==> src/rtl/cue_multi_collision_detector_if.sv <==
`default_nettype none
// ============================================================================
//  Module      : cue_multi_collision_detector_if
//  Description : Signal bundle between the cue tracker / ball physics side
//                (master) and the multi-ball cue collision detector (slave).
//  Revision    : 1.0 - initial release
// ============================================================================
interface cue_multi_collision_detector_if #(
    parameter int NUM_BALLS = 4,
    parameter int IDX_W     = 3
);
    logic                     frame_tick;
    logic [10:0]              front_x;
    logic [9:0]               front_y;
    logic [12*NUM_BALLS-1:0]  ball_x;
    logic [11*NUM_BALLS-1:0]  ball_y;
    logic [NUM_BALLS-1:0]     ball_active;
    logic                     busy;
    logic                     hit_valid;
    logic [IDX_W-1:0]         hit_ball;
    logic [10:0]              hit_x;
    logic [9:0]               hit_y;
    logic signed [11:0]       cue_dx;
    logic signed [10:0]       cue_dy;
    logic                     overrun;

    modport master (
        output frame_tick, front_x, front_y, ball_x, ball_y, ball_active,
        input  busy, hit_valid, hit_ball, hit_x, hit_y, cue_dx, cue_dy, overrun
    );

    modport slave (
        input  frame_tick, front_x, front_y, ball_x, ball_y, ball_active,
        output busy, hit_valid, hit_ball, hit_x, hit_y, cue_dx, cue_dy, overrun
    );
endinterface
`default_nettype wire

==> src/rtl/cue_multi_collision_detector.sv <==
`default_nettype none
// ============================================================================
//  Module      : cue_multi_collision_detector
//  Description : Per-frame cue-tip vs. ball collision checker. After each
//                frame_tick the latched balls are tested one per clock; the
//                lowest-index hit is reported with the cue-tip velocity, and
//                a cooldown suppresses repeat strikes for HOLD_FRAMES frames.
//  Revision    : 1.0 - initial release
// ============================================================================
module cue_multi_collision_detector #(
    parameter int NUM_BALLS   = 4,
    parameter int IDX_W       = 3,
    parameter int RADIUS      = 32,
    parameter int MARGIN      = 5,
    parameter int X_MAX       = 1023,
    parameter int Y_MAX       = 767,
    parameter int HOLD_FRAMES = 8
) (
    input  wire logic                          clk,
    input  wire logic                          reset,
    cue_multi_collision_detector_if.slave      bus
);
    localparam logic [1:0]      c_IDLE  = 2'd0;
    localparam logic [1:0]      c_SCAN  = 2'd1;
    localparam logic [1:0]      c_DONE  = 2'd2;
    localparam int              c_SLOTS = 1 << IDX_W;
    localparam int              c_CD_W  = 16;
    localparam logic [13:0]     c_RM    = 14'(RADIUS + MARGIN);
    localparam logic [13:0]     c_XMAX  = 14'(X_MAX);
    localparam logic [13:0]     c_YMAX  = 14'(Y_MAX);
    localparam logic [IDX_W-1:0]  c_LAST = IDX_W'(NUM_BALLS - 1);
    localparam logic [c_CD_W-1:0] c_HOLD = c_CD_W'(HOLD_FRAMES);

    logic [1:0]               state_q,    state_d;
    logic [IDX_W-1:0]         idx_q,      idx_d;
    logic                     found_q,    found_d;
    logic [IDX_W-1:0]         fidx_q,     fidx_d;
    logic [10:0]              fx_q,       fx_d;
    logic [9:0]               fy_q,       fy_d;
    logic [12*NUM_BALLS-1:0]  bx_q,       bx_d;
    logic [11*NUM_BALLS-1:0]  by_q,       by_d;
    logic [NUM_BALLS-1:0]     act_q,      act_d;
    logic [11:0]              dx_q,       dx_d;
    logic [10:0]              dy_q,       dy_d;
    logic [10:0]              prev_x_q,   prev_x_d;
    logic [9:0]               prev_y_q,   prev_y_d;
    logic                     first_q,    first_d;
    logic [c_CD_W-1:0]        cd_q,       cd_d;
    logic                     hv_q,       hv_d;
    logic [IDX_W-1:0]         hb_q,       hb_d;
    logic [10:0]              hx_q,       hx_d;
    logic [9:0]               hy_q,       hy_d;
    logic [11:0]              cdx_q,      cdx_d;
    logic [10:0]              cdy_q,      cdy_d;
    logic                     ovr_q,      ovr_d;

    // Latched ball data padded to a power-of-two table so idx_q indexes it exactly
    logic [11:0] w_bx_arr  [c_SLOTS];
    logic [10:0] w_by_arr  [c_SLOTS];
    logic        w_act_arr [c_SLOTS];

    genvar gi;
    generate
        for (gi = 0; gi < c_SLOTS; gi++) begin : g_slot
            if (gi < NUM_BALLS) begin : g_real
                assign w_bx_arr[gi]  = bx_q[12*gi +: 12];
                assign w_by_arr[gi]  = by_q[11*gi +: 11];
                assign w_act_arr[gi] = act_q[gi];
            end else begin : g_pad
                assign w_bx_arr[gi]  = 12'd0;
                assign w_by_arr[gi]  = 11'd0;
                assign w_act_arr[gi] = 1'b0;
            end
        end
    endgenerate

    // Capture box of the ball under test, clamped to the screen
    logic [13:0] w_bx, w_by, w_left, w_right, w_top, w_bottom, w_rsum, w_bsum, w_fx, w_fy;
    logic        w_hit;

    assign w_bx     = {2'b00, w_bx_arr[idx_q]};
    assign w_by     = {3'b000, w_by_arr[idx_q]};
    assign w_rsum   = w_bx + c_RM;
    assign w_bsum   = w_by + c_RM;
    assign w_left   = (w_bx < c_RM) ? 14'd0 : w_bx - c_RM;
    assign w_top    = (w_by < c_RM) ? 14'd0 : w_by - c_RM;
    assign w_right  = (w_rsum > c_XMAX) ? c_XMAX : w_rsum;
    assign w_bottom = (w_bsum > c_YMAX) ? c_YMAX : w_bsum;
    assign w_fx     = {3'b000, fx_q};
    assign w_fy     = {4'b0000, fy_q};
    assign w_hit    = w_act_arr[idx_q] && (w_left <= w_fx) && (w_fx <= w_right)
                      && (w_top <= w_fy) && (w_fy <= w_bottom);

    // Next-state logic: frame capture, sequential scan and hit/cooldown reporting
    always_comb begin
        state_d  = state_q;
        idx_d    = idx_q;
        found_d  = found_q;
        fidx_d   = fidx_q;
        fx_d     = fx_q;
        fy_d     = fy_q;
        bx_d     = bx_q;
        by_d     = by_q;
        act_d    = act_q;
        dx_d     = dx_q;
        dy_d     = dy_q;
        prev_x_d = prev_x_q;
        prev_y_d = prev_y_q;
        first_d  = first_q;
        cd_d     = cd_q;
        hv_d     = 1'b0;
        hb_d     = hb_q;
        hx_d     = hx_q;
        hy_d     = hy_q;
        cdx_d    = cdx_q;
        cdy_d    = cdy_q;
        ovr_d    = ovr_q | (bus.frame_tick & (state_q != c_IDLE));
        case (state_q)
            c_IDLE: begin
                if (bus.frame_tick) begin
                    fx_d     = bus.front_x;
                    fy_d     = bus.front_y;
                    bx_d     = bus.ball_x;
                    by_d     = bus.ball_y;
                    act_d    = bus.ball_active;
                    dx_d     = first_q ? 12'd0 : ({1'b0, bus.front_x} - {1'b0, prev_x_q});
                    dy_d     = first_q ? 11'd0 : ({1'b0, bus.front_y} - {1'b0, prev_y_q});
                    prev_x_d = bus.front_x;
                    prev_y_d = bus.front_y;
                    first_d  = 1'b0;
                    idx_d    = '0;
                    found_d  = 1'b0;
                    state_d  = c_SCAN;
                end
            end
            c_SCAN: begin
                if (!found_q && w_hit) begin
                    found_d = 1'b1;
                    fidx_d  = idx_q;
                end
                idx_d = idx_q + IDX_W'(1);
                if (idx_q == c_LAST) begin
                    state_d = c_DONE;
                end
            end
            c_DONE: begin
                state_d = c_IDLE;
                if (cd_q != '0) begin
                    cd_d = cd_q - c_CD_W'(1);
                    if (cd_q == c_CD_W'(1)) begin
                        hb_d = '0;
                    end
                end else if (found_q) begin
                    hv_d  = 1'b1;
                    hb_d  = fidx_q + IDX_W'(1);
                    hx_d  = fx_q;
                    hy_d  = fy_q;
                    cdx_d = dx_q;
                    cdy_d = dy_q;
                    cd_d  = c_HOLD;
                end else begin
                    hb_d = '0;
                end
            end
            default: state_d = c_IDLE;
        endcase
    end

    // State registers with synchronous reset
    always_ff @(posedge clk) begin
        if (reset) begin
            state_q  <= c_IDLE;
            idx_q    <= '0;
            found_q  <= 1'b0;
            fidx_q   <= '0;
            fx_q     <= '0;
            fy_q     <= '0;
            bx_q     <= '0;
            by_q     <= '0;
            act_q    <= '0;
            dx_q     <= '0;
            dy_q     <= '0;
            prev_x_q <= '0;
            prev_y_q <= '0;
            first_q  <= 1'b1;
            cd_q     <= '0;
            hv_q     <= 1'b0;
            hb_q     <= '0;
            hx_q     <= '0;
            hy_q     <= '0;
            cdx_q    <= '0;
            cdy_q    <= '0;
            ovr_q    <= 1'b0;
        end else begin
            state_q  <= state_d;
            idx_q    <= idx_d;
            found_q  <= found_d;
            fidx_q   <= fidx_d;
            fx_q     <= fx_d;
            fy_q     <= fy_d;
            bx_q     <= bx_d;
            by_q     <= by_d;
            act_q    <= act_d;
            dx_q     <= dx_d;
            dy_q     <= dy_d;
            prev_x_q <= prev_x_d;
            prev_y_q <= prev_y_d;
            first_q  <= first_d;
            cd_q     <= cd_d;
            hv_q     <= hv_d;
            hb_q     <= hb_d;
            hx_q     <= hx_d;
            hy_q     <= hy_d;
            cdx_q    <= cdx_d;
            cdy_q    <= cdy_d;
            ovr_q    <= ovr_d;
        end
    end

    assign bus.busy      = (state_q != c_IDLE);
    assign bus.hit_valid = hv_q;
    assign bus.hit_ball  = hb_q;
    assign bus.hit_x     = hx_q;
    assign bus.hit_y     = hy_q;
    assign bus.cue_dx    = cdx_q;
    assign bus.cue_dy    = cdy_q;
    assign bus.overrun   = ovr_q;
endmodule
`default_nettype wire
==> src/flat_wrapper.sv <==
// flat-port wrapper written by rule: the top's interface ports become plain ports
module cue_multi_collision_detector_flat 
#(
    parameter int NUM_BALLS   = 4,
    parameter int IDX_W       = 3,
    parameter int RADIUS      = 32,
    parameter int MARGIN      = 5,
    parameter int X_MAX       = 1023,
    parameter int Y_MAX       = 767,
    parameter int HOLD_FRAMES = 8
)
  (clk, reset, bus_frame_tick, bus_front_x, bus_front_y, bus_ball_x, bus_ball_y, bus_ball_active, bus_busy, bus_hit_valid, bus_hit_ball, bus_hit_x, bus_hit_y, bus_cue_dx, bus_cue_dy, bus_overrun);
  cue_multi_collision_detector_if #(.NUM_BALLS(NUM_BALLS), .IDX_W(IDX_W)) bus_i ();
  input  wire logic clk;
  input  wire logic reset;
  input wire logic [$bits(bus_i.frame_tick)-1:0] bus_frame_tick;
  input wire logic [$bits(bus_i.front_x)-1:0] bus_front_x;
  input wire logic [$bits(bus_i.front_y)-1:0] bus_front_y;
  input wire logic [$bits(bus_i.ball_x)-1:0] bus_ball_x;
  input wire logic [$bits(bus_i.ball_y)-1:0] bus_ball_y;
  input wire logic [$bits(bus_i.ball_active)-1:0] bus_ball_active;
  output wire logic [$bits(bus_i.busy)-1:0] bus_busy;
  output wire logic [$bits(bus_i.hit_valid)-1:0] bus_hit_valid;
  output wire logic [$bits(bus_i.hit_ball)-1:0] bus_hit_ball;
  output wire logic [$bits(bus_i.hit_x)-1:0] bus_hit_x;
  output wire logic [$bits(bus_i.hit_y)-1:0] bus_hit_y;
  output wire logic [$bits(bus_i.cue_dx)-1:0] bus_cue_dx;
  output wire logic [$bits(bus_i.cue_dy)-1:0] bus_cue_dy;
  output wire logic [$bits(bus_i.overrun)-1:0] bus_overrun;
  assign bus_i.frame_tick = bus_frame_tick;
  assign bus_i.front_x = bus_front_x;
  assign bus_i.front_y = bus_front_y;
  assign bus_i.ball_x = bus_ball_x;
  assign bus_i.ball_y = bus_ball_y;
  assign bus_i.ball_active = bus_ball_active;
  assign bus_busy = bus_i.busy;
  assign bus_hit_valid = bus_i.hit_valid;
  assign bus_hit_ball = bus_i.hit_ball;
  assign bus_hit_x = bus_i.hit_x;
  assign bus_hit_y = bus_i.hit_y;
  assign bus_cue_dx = bus_i.cue_dx;
  assign bus_cue_dy = bus_i.cue_dy;
  assign bus_overrun = bus_i.overrun;
  cue_multi_collision_detector #(.NUM_BALLS(NUM_BALLS), .IDX_W(IDX_W), .RADIUS(RADIUS), .MARGIN(MARGIN), .X_MAX(X_MAX), .Y_MAX(Y_MAX), .HOLD_FRAMES(HOLD_FRAMES)) u_core (.clk(clk), .reset(reset), .bus(bus_i));
endmodule
==> config.mk <==
export PLATFORM = sky130hd
export DESIGN_NAME = cue_multi_collision_detector_flat
export DESIGN_NICKNAME = d
export VERILOG_FILES = /design/src/rtl/cue_multi_collision_detector_if.sv /design/src/rtl/cue_multi_collision_detector.sv /design/src/flat_wrapper.sv
export SDC_FILE = /design/constraint.sdc
export NUM_CORES = 1
export LEC_CHECK = 0
export CORE_UTILIZATION = 40
export DETAILED_ROUTE_END_ITERATION = 10
export GPL_ROUTABILITY_DRIVEN = 0
export GPL_TIMING_DRIVEN = 1
export PLACE_DENSITY_LB_ADDON = 0.1
export SYNTH_ARGS = -nofsm -noshare
export SYNTH_HDL_FRONTEND = slang
export SYNTH_SLANG_ARGS = --single-unit
==> constraint.sdc <==
create_clock -name clk -period 4 [get_ports clk]
set_input_delay 0.6 -clock clk [delete_from_list [all_inputs] [get_ports clk]]
set_output_delay 0.6 -clock clk [all_outputs]
set_load 0.01 [all_outputs]
==> reports/metrics.cfg, run 1 <==
[critical_path]
worst_path_largest_cell_delay_ns = 0.49
crit_path_end_kind = register
reg2regPathDepth = 21
startpoint_kind_of_the_worst_setup_timing_path = register
cp_slowest_cell = sky130_fd_sc_hd__mux4_2
critical_path_cell_count = 21
path_max_fanout = 6
crit_path_cell_trace = buf_12, mux4_2, and2_4, ha_2, o21a_1, a21oi_2, nor2_2, nand3_2, nor3_2, mux2_4, buf_4, nor2_2, ha_1, nor2b_1, o21ai_1, nand2b_1, a21oi_2, a21oi_2, nor4_4, buf_4, mux2i_1
timing.critical_path.arrival_ns = 4.42
crit_type = reg -> reg
critical-path-top-delay-family = multiplexers
worst_path_most_repeated_cell = sky130_fd_sc_hd__a21oi_2
critical_path_buf_inv_count = 3
critical_path_required_ns = 4.44

[synthesis]
synth-async-reset-ratio = 0
postSynthNetCount = 1592
synth_area_um2 = 11200
synth.top_cells.by_area = sky130_fd_sc_hd__dfxtp_1 38%, sky130_fd_sc_hd__nand2_1 13%, sky130_fd_sc_hd__a21oi_1 9.8%
post-synth-top-area-fraction = 0.383
netlist-cell-type-count = 73
postSynthCellCount = 1398
synthesis.area_per_instance_um2 = 8.03
synth-edff-count = 0
synth_flop_cell = sky130_fd_sc_hd__dfxtp_1
number_of_storage_elements_in_the_synthesis_netlist = 215
share_of_the_yosys_chip_area_belonging_to_registers = 0.383
synthDominantAreaCellType = sky130_fd_sc_hd__dfxtp_1
synth_warnings = 0

[clocking]
clkLatencyLatePin_ns = 0.51
holdBufCountCts = 0
clk_root_buffer_cell = sky130_fd_sc_hd__clkbuf_16
path_clk_slew_ns = 0.06
clock_sink_count = 215
clock_path_buffers = 3
cts_max_level = 1
tritoncts.num_buffers = 25
tritoncts = built

[global_route]
grt_start_max_net_pins = 150
grt_pass1_vias = 9598
grt_first_pass_wirelength_um = 49300
grt_antenna_before_repair = 0
grt.total_usage = 0.213
grt.overflow.total = 0

[power]
power.ir.vdd_worst_mv = 0.258
power.density_cell_area_nw_per_um2 = 385
finalPower_mw = 5.69
p_leak_nw = 5.67

[die]
dieWidth_um = 170
fp.dieH_um = 170
start_util = 0.412
boundaryPins = 170
floorplan.die_area_um2 = 28700
placeableCoreArea_um2 = 27300
floorplan.rows = 60

[placed_design]
hpwl_um = 22800
post_dp_cell_area_um2 = 13600
place.port_buffers = 169
placement.setup.worst_slack_ns = -0.174

[route]
detail_route.wl_per_cell_um = 15.5
route.antenna.remaining_nets = 0
postRouteWirelength_um = 30900
drc = 0
via_per_inst = 5.09
vias = 10167
detail_route.iter0.violations = 671
drt_pass1_iterations = 5

[sta]
final_critical_path_setup_slack_ns = 0.0192
fmaxAchievable_mhz = 251
rsz0062_at_grt = yes
final.hold.worst_slack_ns = 0.451
hold_violations = 0
fin_worst_skew_ns = 0.00692
worstMarginPinSlew_ns = 0.840
timing.final.crit_share = 0.995
timing.slew.headroom = 0.440
number_of_setup_violations_in_the_final_report = 0
timing_max_transition_violations_final = 0
post-route-min-period_ns = 3.98

[outcome]
status = completed

[finish]
antennaDiodeCount = 0
highest_count_cells_in_the_layout_ignoring_fill_and_taps = 374 x sky130_fd_sc_hd__nand2_1, 213 x sky130_fd_sc_hd__dfxtp_1, 210 x sky130_fd_sc_hd__a21oi_1, 168 x sky130_fd_sc_hd__clkdlybuf4s50_1, 89 x sky130_fd_sc_hd__nor2_1
multiInputGateArea_um2 = 6560
post-route-util = 0.543
register_area_um2 = 4310
layout_commonest_cell = sky130_fd_sc_hd__nand2_1
stdcell_area_um2 = 14800
fill_cells = 2642
nets = 1803
final_layout_size_suffix_gt1_frac = 0.140
layout-area-overhead-vs-synth_pct = 31.9

[worst_hold_path]
min_path_cells = 2
hold_path.class = reg -> reg

[job]
max_cap_violations = 0

-- sequential cells by signal, indices dropped and copies added, names as in the netlist, 2 cells and up --
register             cells
u_core.bus.hit_ball      3
u_core.fidx_q            3
u_core.bus.cue_dy       11
u_core.fy_q             10
u_core.dx_q             12
u_core.act_q             4
u_core.by_q             44
u_core.bus.cue_dx       12
u_core.idx_q             3
u_core.state_q           2
u_core.prev_x_q         11
u_core.cd_q             16
u_core.bus.hit_y        10
u_core.bx_q             48
u_core.bus.hit_x        11
u_core.dy_q             11
-- layer usage --
layer,share of wire,GRT usage,wire [µm]
met3,0.043,0.0317,1340
met2,0.46,0.346,14100
met1,0.48,0.294,14800
met5,0,0,0
met4,0.022,0.0580,665
-- cells in the mapped netlist (9+ instances only) --
cell                         n
sky130_fd_sc_hd__nand2_1   377
sky130_fd_sc_hd__a21oi_1   220
sky130_fd_sc_hd__dfxtp_1   215
sky130_fd_sc_hd__nor2_1     98
sky130_fd_sc_hd__ha_1       72
sky130_fd_sc_hd__clkbuf_1   50
sky130_fd_sc_hd__inv_1      45
sky130_fd_sc_hd__xnor2_1    36
sky130_fd_sc_hd__nor3_1     20
sky130_fd_sc_hd__o21ai_0    18
sky130_fd_sc_hd__xor2_1     17
sky130_fd_sc_hd__nand2b_1   15
sky130_fd_sc_hd__mux4_1     14
sky130_fd_sc_hd__nand3_1    14
sky130_fd_sc_hd__a22oi_1    12
sky130_fd_sc_hd__buf_2      12
sky130_fd_sc_hd__mux4_2     11
sky130_fd_sc_hd__nor4_1     10
sky130_fd_sc_hd__nor2b_1     9
-- kinds of logic (layout without fill, tap and decap cells) --
| kind of cell | count (synthesis) | in the layout | synth area share |
|---|---|---|---|
| other | 1 | 1 | 0.000334 |
| AO/OA/AOI/OAI | 300 | 300 | 0.149 |
| XOR/XNOR | 53 | 53 | 0.0414 |
| adder cells (fa/ha/maj) | 74 | 74 | 0.0838 |
| flip-flops | 215 | 215 | 0.383 |
| multiplexers | 32 | 32 | 0.0614 |
| AND/OR/NAND/NOR | 599 | 599 | 0.232 |
| buffers and inverters | 124 | 352 | 0.0489 |
-- per-stage QoR --
| stage | instances | setup TNS, ns |
|---|---|---|
| finish | 1998 | 0 |
| global route | 1998 | -0.541 |
| CTS | 1991 | 0 |
| detailed placement | 1934 | -0.525 |
| global placement | 1934 | -0.111 |
| floorplan | 1398 | 0 |
-- tightest hold or removal path: cells and delay by family, from the launching register on --
family | cells | cell delay [ns]
flip-flops | 1 | 0.30
AND/OR/NAND/NOR | 1 | 0.05
AO/OA/AOI/OAI | 1 | 0.05
-- worst paths after layout --
| check | slack [ns] | to | start |
|---|---|---|---|
| max | 0.02 | u_core.fidx_q[1] | u_core.idx_q[0] |
| min reg2reg | 0.45 | u_core.bus.cue_dx[2] | u_core.bus.cue_dx[2] |
| max reg2reg | 0.02 | u_core.fidx_q[1] | u_core.idx_q[0] |
| min | 0.45 | u_core.bus.cue_dx[2] | u_core.bus.cue_dx[2] |
-- area by class of cell --
class                   count  share of cell area
multi-input cells        1059               0.443
flip-flops and latches    215               0.291
repair buffers            262               0.168
clock buffers              31              0.0458
well taps                 372              0.0314
inverters                  46              0.0117
clock inverters            13             0.00862
-- timing repair --
item	in CTS	in global routing
pin swaps	22	17
cloned	1	0
gates resized for setup	30	36
endpoints found under the setup margin	4	4
buffers inserted	12	7
-- where the power goes --
group / total [mW] / internal, mW / switching (mW)
clock: 2.22 / 1.33 / 0.886
combinational: 1.20 / 0.582 / 0.614
sequential: 2.28 / 2.22 / 0.0606
Power figures use the tool's default switching activity.
==> inputs of run 2 (changes only) <==
Settings changed: CELL_PAD_IN_SITES_DETAIL_PLACEMENT set to 1, CELL_PAD_IN_SITES_GLOBAL_PLACEMENT set to 1, CORE_UTILIZATION 40 to 37.
==> reports/metrics.cfg, run 2 (same netlist as run 1, synthesis figures left out) <==
[outcome]
status = finished with violations
violations = negative setup slack

[finish]
antennaDiodeCount = 0
registers.top_by_ff_count = u_core.bx_q
reg_top3 = u_core.bx_q x48, u_core.by_q x44, u_core.cd_q x16
final_layout_size_suffix_gt1_frac = 0.134
nets = 1794
post-route-util = 0.495
stdcell_area_um2 = 14700
largest_register_ff_count = 48
layout_commonest_cell = sky130_fd_sc_hd__nand2_1
instances_no_fill = 2008
highest_count_cells_in_the_layout_ignoring_fill_and_taps = 375 x sky130_fd_sc_hd__nand2_1, 213 x sky130_fd_sc_hd__dfxtp_1, 211 x sky130_fd_sc_hd__a21oi_1, 168 x sky130_fd_sc_hd__clkdlybuf4s50_1, 93 x sky130_fd_sc_hd__nor2_1
layout-area-overhead-vs-synth_pct = 31.1

[critical_path]
setup.worst_path.start = u_core.idx_q[0]
critical_path.reg2reg.endpoint = u_core.fidx_q[1]
reg2reg_from = u_core.idx_q[0]
reg2reg_setup_slack_ns = -0.04
setup.worst_path.end = u_core.fidx_q[1]
reg2regPathDepth = 19
startpoint_kind_of_the_worst_setup_timing_path = register
path_max_fanout = 5
critical_path_required_ns = 4.45
crit_path_end_kind = register
timing.critical_path.arrival_ns = 4.49
crit_type = reg -> reg

[die]
fp.dieH_um = 176
floorplan.die_area_um2 = 31000
placeableCoreArea_um2 = 29700
floorplan.rows = 63
start_util = 0.378
dieWidth_um = 176
boundaryPins = 170

[job]
max_cap_violations = 0

[global_route]
grt_first_pass_wirelength_um = 55200
grt.total_usage = 0.220
grt.overflow.total = 0
grt_start_max_net_pins = 150
grt_pass1_vias = 10568
grt_antenna_before_repair = 0

[route]
postRouteWirelength_um = 34300
drt_pass1_iterations = 5
via_per_inst = 5.16
drc = 0
detail_route.wl_per_cell_um = 17.1
vias = 10369
route.antenna.remaining_nets = 0
detail_route.iter0.violations = 352

[clocking]
tritoncts = built
clock_path_buffers = 3
clk_root_buffer_cell = sky130_fd_sc_hd__clkbuf_16
holdBufCountCts = 0
clock_sink_count = 215
tritoncts.num_buffers = 24
cts_max_level = 1
clkLatencyLatePin_ns = 0.52
path_clk_slew_ns = 0.06

[power]
power.density_cell_area_nw_per_um2 = 388
power.ir.vdd_worst_mv = 0.278
p_leak_nw = 5.62

[sta]
fmaxAchievable_mhz = 248
worstMarginPinSlew_ns = 0.875
hold_violations = 0
rsz0062_at_grt = yes
number_of_setup_violations_in_the_final_report = 2
timing.slew.headroom = 0.417
post-route-min-period_ns = 4.04
timing.final.crit_share = 1.01
fin_worst_skew_ns = 0.0152
timing_max_transition_violations_final = 0
final_critical_path_setup_slack_ns = -0.0394

[worst_hold_path]
hold_path.class = reg -> reg

[placed_design]
place.port_buffers = 169
numPlacedInstances = 1947
post_dp_cell_area_um2 = 13600
hpwl_um = 25200

## run 2: changes by cell type in the layout (fill, tap and decap cells not counted), moves of 3 or more
| cell | change |
|---|---|
| sky130_fd_sc_hd__clkbuf_8 | +4 |
| sky130_fd_sc_hd__inv_2 | -3 |
| sky130_fd_sc_hd__nand3_1 | -4 |
| sky130_fd_sc_hd__buf_4 | -6 |
| sky130_fd_sc_hd__nor2_1 | +4 |
| sky130_fd_sc_hd__inv_1 | +3 |
| sky130_fd_sc_hd__nand3_2 | +4 |
## run 2: worst min-delay path by stage
stage | startpoint | end | slack (ns) | depth (start not counted)
after floorplan | u_core.bx_q[15] | u_core.bx_q[15] | 0.43 | 2
after CTS | u_core.bus.hit_y[5] | u_core.bus.hit_y[5] | 0.45 | 2
final | u_core.bus.hit_y[5] | u_core.bus.hit_y[5] | 0.45 | 2
after global placement | u_core.bx_q[5] | u_core.bx_q[5] | 0.44 | 2
after global routing | u_core.bx_q[40] | u_core.bx_q[40] | 0.47 | 2
after detailed placement | u_core.bus.hit_y[5] | u_core.bus.hit_y[5] | 0.45 | 2
## run 2: routing by layer
| layer | GRT usage | vias to the layer above | wire length, µm |
|---|---|---|---|
| met4 | 0.0819 | 0 | 1230 |
| met2 | 0.355 | 201 | 15600 |
| met1 | 0.299 | 4956 | 16300 |
| met5 | 0 | - | 0 |
| met3 | 0.0265 | 65 | 1130 |
| li1 | - | 5147 | - |
## run 2: power by group
part	leakage (nW)	switching [mW]	total, mW	internal [mW]
Combinational	3.46	0.621	1.19	0.570
Sequential	1.75	0.0649	2.29	2.22
Clock	0.410	0.902	2.23	1.33
Total	5.62	1.59	5.71	4.12
## run 2: area by class of cell
cell class	instances	area, µm²
timing repair buffer	254	2390
multi-input combinational	1059	6550
fill	3564	15000
clock buffer	34	729
tap	390	488
clock inverter	10	75.1
inverter	46	173
sequential	215	4310
## run 2: per-stage QoR
stage               power (mW)  hold slack, ns  TNS [ns]  setup slack [ns]
finish                    5.71           0.451   -0.0683           -0.0394
global route              6.00           0.471    -0.822            -0.257
CTS                       5.74           0.455   -0.0402           -0.0261
detailed placement        3.43           0.447     -1.03            -0.292
global placement          3.40           0.438    -0.460            -0.137
floorplan                 3.00           0.432         0          0.000433
## run 2: worst max-delay path, cell delays in order, from the launching register on
cell	delay (ns)
sky130_fd_sc_hd__dfxtp_4	0.40
sky130_fd_sc_hd__buf_12	0.11
sky130_fd_sc_hd__mux4_2	0.52
sky130_fd_sc_hd__and2_4	0.20
sky130_fd_sc_hd__ha_4	0.16
sky130_fd_sc_hd__o211ai_1	0.20
sky130_fd_sc_hd__a21oi_2	0.12
sky130_fd_sc_hd__and3_4	0.17
sky130_fd_sc_hd__mux2_4	0.32
sky130_fd_sc_hd__nand2_4	0.08
sky130_fd_sc_hd__nor2_2	0.04
sky130_fd_sc_hd__ha_1	0.29
sky130_fd_sc_hd__o21ai_1	0.13
sky130_fd_sc_hd__a21oi_1	0.05
sky130_fd_sc_hd__nor4_1	0.23
sky130_fd_sc_hd__nor3_1	0.09
sky130_fd_sc_hd__o22ai_1	0.17
sky130_fd_sc_hd__nand3_2	0.13
sky130_fd_sc_hd__nor4_4	0.34
sky130_fd_sc_hd__mux2i_1	0.22
## run 2: what timing repair did
item	4_1_cts	5_1_grt
gates resized for setup	33	27
pin swaps	19	6
buffers inserted	9	8
endpoints found under the setup margin	4	4
==> inputs of run 3 (changes only) <==
Settings changed: CORE_UTILIZATION 37 to 40.
Clock period 4 ns to 4.9 ns, I/O delays scaled along.
==> reports/metrics.cfg, run 3 (same netlist as run 1, synthesis figures left out) <==
[global_route]
grt_start_max_net_pins = 120
grt.total_usage = 0.231
grt_first_pass_wirelength_um = 53200
grt_antenna_before_repair = 0
grt.overflow.total = 0
grt_pass1_vias = 10181

[route]
wl_met1_um = 15400
met2_length_um = 15200
route.antenna.remaining_nets = 0
detail_route.wl_per_cell_um = 17.2
detailroute.wirelength.met3_um = 1220
postRouteWirelength_um = 32900
drt_pass1_iterations = 7
drc = 0
top_layer = met4
detail_route.iter0.violations = 544
via_per_inst = 5.24
vias = 10031

[finish]
layout_commonest_cell = sky130_fd_sc_hd__nand2_1
final_layout_size_suffix_gt1_frac = 0.0584
nets = 1721
highest_count_cells_in_the_layout_ignoring_fill_and_taps = 376 x sky130_fd_sc_hd__nand2_1, 220 x sky130_fd_sc_hd__a21oi_1, 214 x sky130_fd_sc_hd__dfxtp_1, 168 x sky130_fd_sc_hd__clkdlybuf4s50_1, 98 x sky130_fd_sc_hd__nor2_1
antennaDiodeCount = 0
largest_register_ff_count = 48
registers.top_by_ff_count = u_core.bx_q
layout-area-overhead-vs-synth_pct = 24.1
reg_top3 = u_core.bx_q x48, u_core.by_q x44, u_core.cd_q x16
stdcell_area_um2 = 13900

[power]
p_leak_nw = 5.24
power.density_cell_area_nw_per_um2 = 326
power.ir.vdd_worst_mv = 0.209
pwr-share-comb = 0.186
netSwitchingFraction = 0.276
clock_power_share = 0.403
seq_power_share = 0.411
total_net_switching_power_mw = 1.25
internal_power_mw = 3.29

[critical_path]
path_max_fanout = 14
reg2reg_from = u_core.idx_q[1]
critical_path_buf_inv_count = 0
timing.critical_path.arrival_ns = 5.01
crit_path_cell_trace = mux4_1, and2_1, ha_1, o21a_1, a21oi_1, nor2_1, nand3_1, nor3_1, mux2_2, nor2_1, ha_1, nor2b_1, o21a_1, o21ai_0, a21oi_1, o21bai_1, a21oi_1, nor4_4, mux2i_1
critical_path.reg2reg.endpoint = u_core.fidx_q[1]
critical_path_cell_count = 19
worst_path_most_repeated_cell = sky130_fd_sc_hd__a21oi_1
reg2regPathDepth = 19
startpoint_kind_of_the_worst_setup_timing_path = register
reg2reg_setup_slack_ns = 0.35
setup.worst_path.end = u_core.fidx_q[1]
crit_path_end_kind = register
cp_slowest_cell = sky130_fd_sc_hd__dfxtp_1
crit_type = reg -> reg
critical-path-top-delay-family = simple AND/OR/NAND/NOR gates
critical_path_required_ns = 5.36
worst_path_largest_cell_delay_ns = 0.65
setup.worst_path.start = u_core.idx_q[1]

[clocking]
postCtsSetupRepairBufs = 0
clock_path_buffers = 3
clkLatencyLatePin_ns = 0.53
holdBufCountCts = 0
clock_sink_count = 215
post_cts.resized_instances = 0
tritoncts = built
cts_max_level = 1
path_clk_slew_ns = 0.06
tritoncts.num_buffers = 24
clk_root_buffer_cell = sky130_fd_sc_hd__clkbuf_16

[worst_hold_path]
hold_path.class = reg -> reg

[sta]
fmaxAchievable_mhz = 220
worstMarginPinSlew_ns = 0.918
post-route-min-period_ns = 4.55
timing_max_transition_violations_final = 0
rsz0062_at_grt = no
timing.final.crit_share = 0.929
hold_violations = 0
fin_worst_skew_ns = 0.0237
number_of_setup_violations_in_the_final_report = 0
timing.slew.headroom = 0.388
final_critical_path_setup_slack_ns = 0.350
final.setup.tns_ns = 0

[die]
floorplan.rows = 60
placeableCoreArea_um2 = 27300
boundaryPins = 170
fp.dieH_um = 170
start_util = 0.412
floorplan.die_area_um2 = 28700
dieWidth_um = 170

[placed_design]
post_dp_cell_area_um2 = 13100
placement.setup.worst_slack_ns = 0.263
place.port_buffers = 169
hpwl_um = 24300

[job]
max_cap_violations = 0

[outcome]
status = completed

==> run 3: worst min-delay path: stages, from the launching register on <==
cell and delay [ns]:
sky130_fd_sc_hd__dfxtp_1 0.30, sky130_fd_sc_hd__nand2_1 0.05, sky130_fd_sc_hd__a21oi_1 0.05
==> run 3: area by class of cell <==
| cell class | instances | area (µm²) |
|---|---|---|
| clock buffer | 35 | 713 |
| clock inverter | 6 | 82.6 |
| fill | 3262 | 13300 |
| inverter | 46 | 173 |
| multi-input combinational | 1059 | 6390 |
| sequential | 215 | 4310 |
| tap | 372 | 465 |
| timing repair buffer | 181 | 1800 |
==> run 3: worst min-delay path by stage <==
stage	from	endpoint	slack (ns)	cells after the start
finish	u_core.bus.cue_dy[4]	u_core.bus.cue_dy[4]	0.45	2
global route	u_core.dy_q[6]	u_core.bus.cue_dy[6]	0.47	2
CTS	u_core.by_q[24]	u_core.by_q[24]	0.46	2
detailed placement	u_core.dx_q[8]	u_core.dx_q[8]	0.45	2
global placement	u_core.by_q[16]	u_core.by_q[16]	0.44	2
floorplan	u_core.bx_q[15]	u_core.bx_q[15]	0.43	2
==> run 3: per-layer routing <==
layer / track usage / vias to the layer above
met5: 0 / -
met4: 0.0725 / 0
met3: 0.0266 / 60
met2: 0.386 / 216
met1: 0.311 / 4760
li1: - / 4995
==> run 3: stage by stage <==
| step | power [mW] | hold slack, ns | instances | utilization |
|---|---|---|---|---|
| final | 4.54 | 0.451 | 1914 | 0.511 |
| after global placement | 2.71 | 0.439 | 1873 | 0.482 |
| after floorplan | 2.44 | 0.432 | 1398 | - |
| after detailed placement | 2.75 | 0.446 | 1873 | 0.482 |
| after global routing | 4.76 | 0.474 | 1914 | 0.511 |
| after CTS | 4.59 | 0.456 | 1914 | 0.511 |
==> run 3: power by group through the flow <==
stage	logic, mW	registers, mW	clock network [mW]
3_5_place_dp	0.839	1.91	0
4_1_cts	0.846	1.87	1.87
3_3_place_gp	0.811	1.90	0
2_1_floorplan	0.562	1.88	0
6_report	0.846	1.87	1.83
5_1_grt	0.943	1.87	1.95
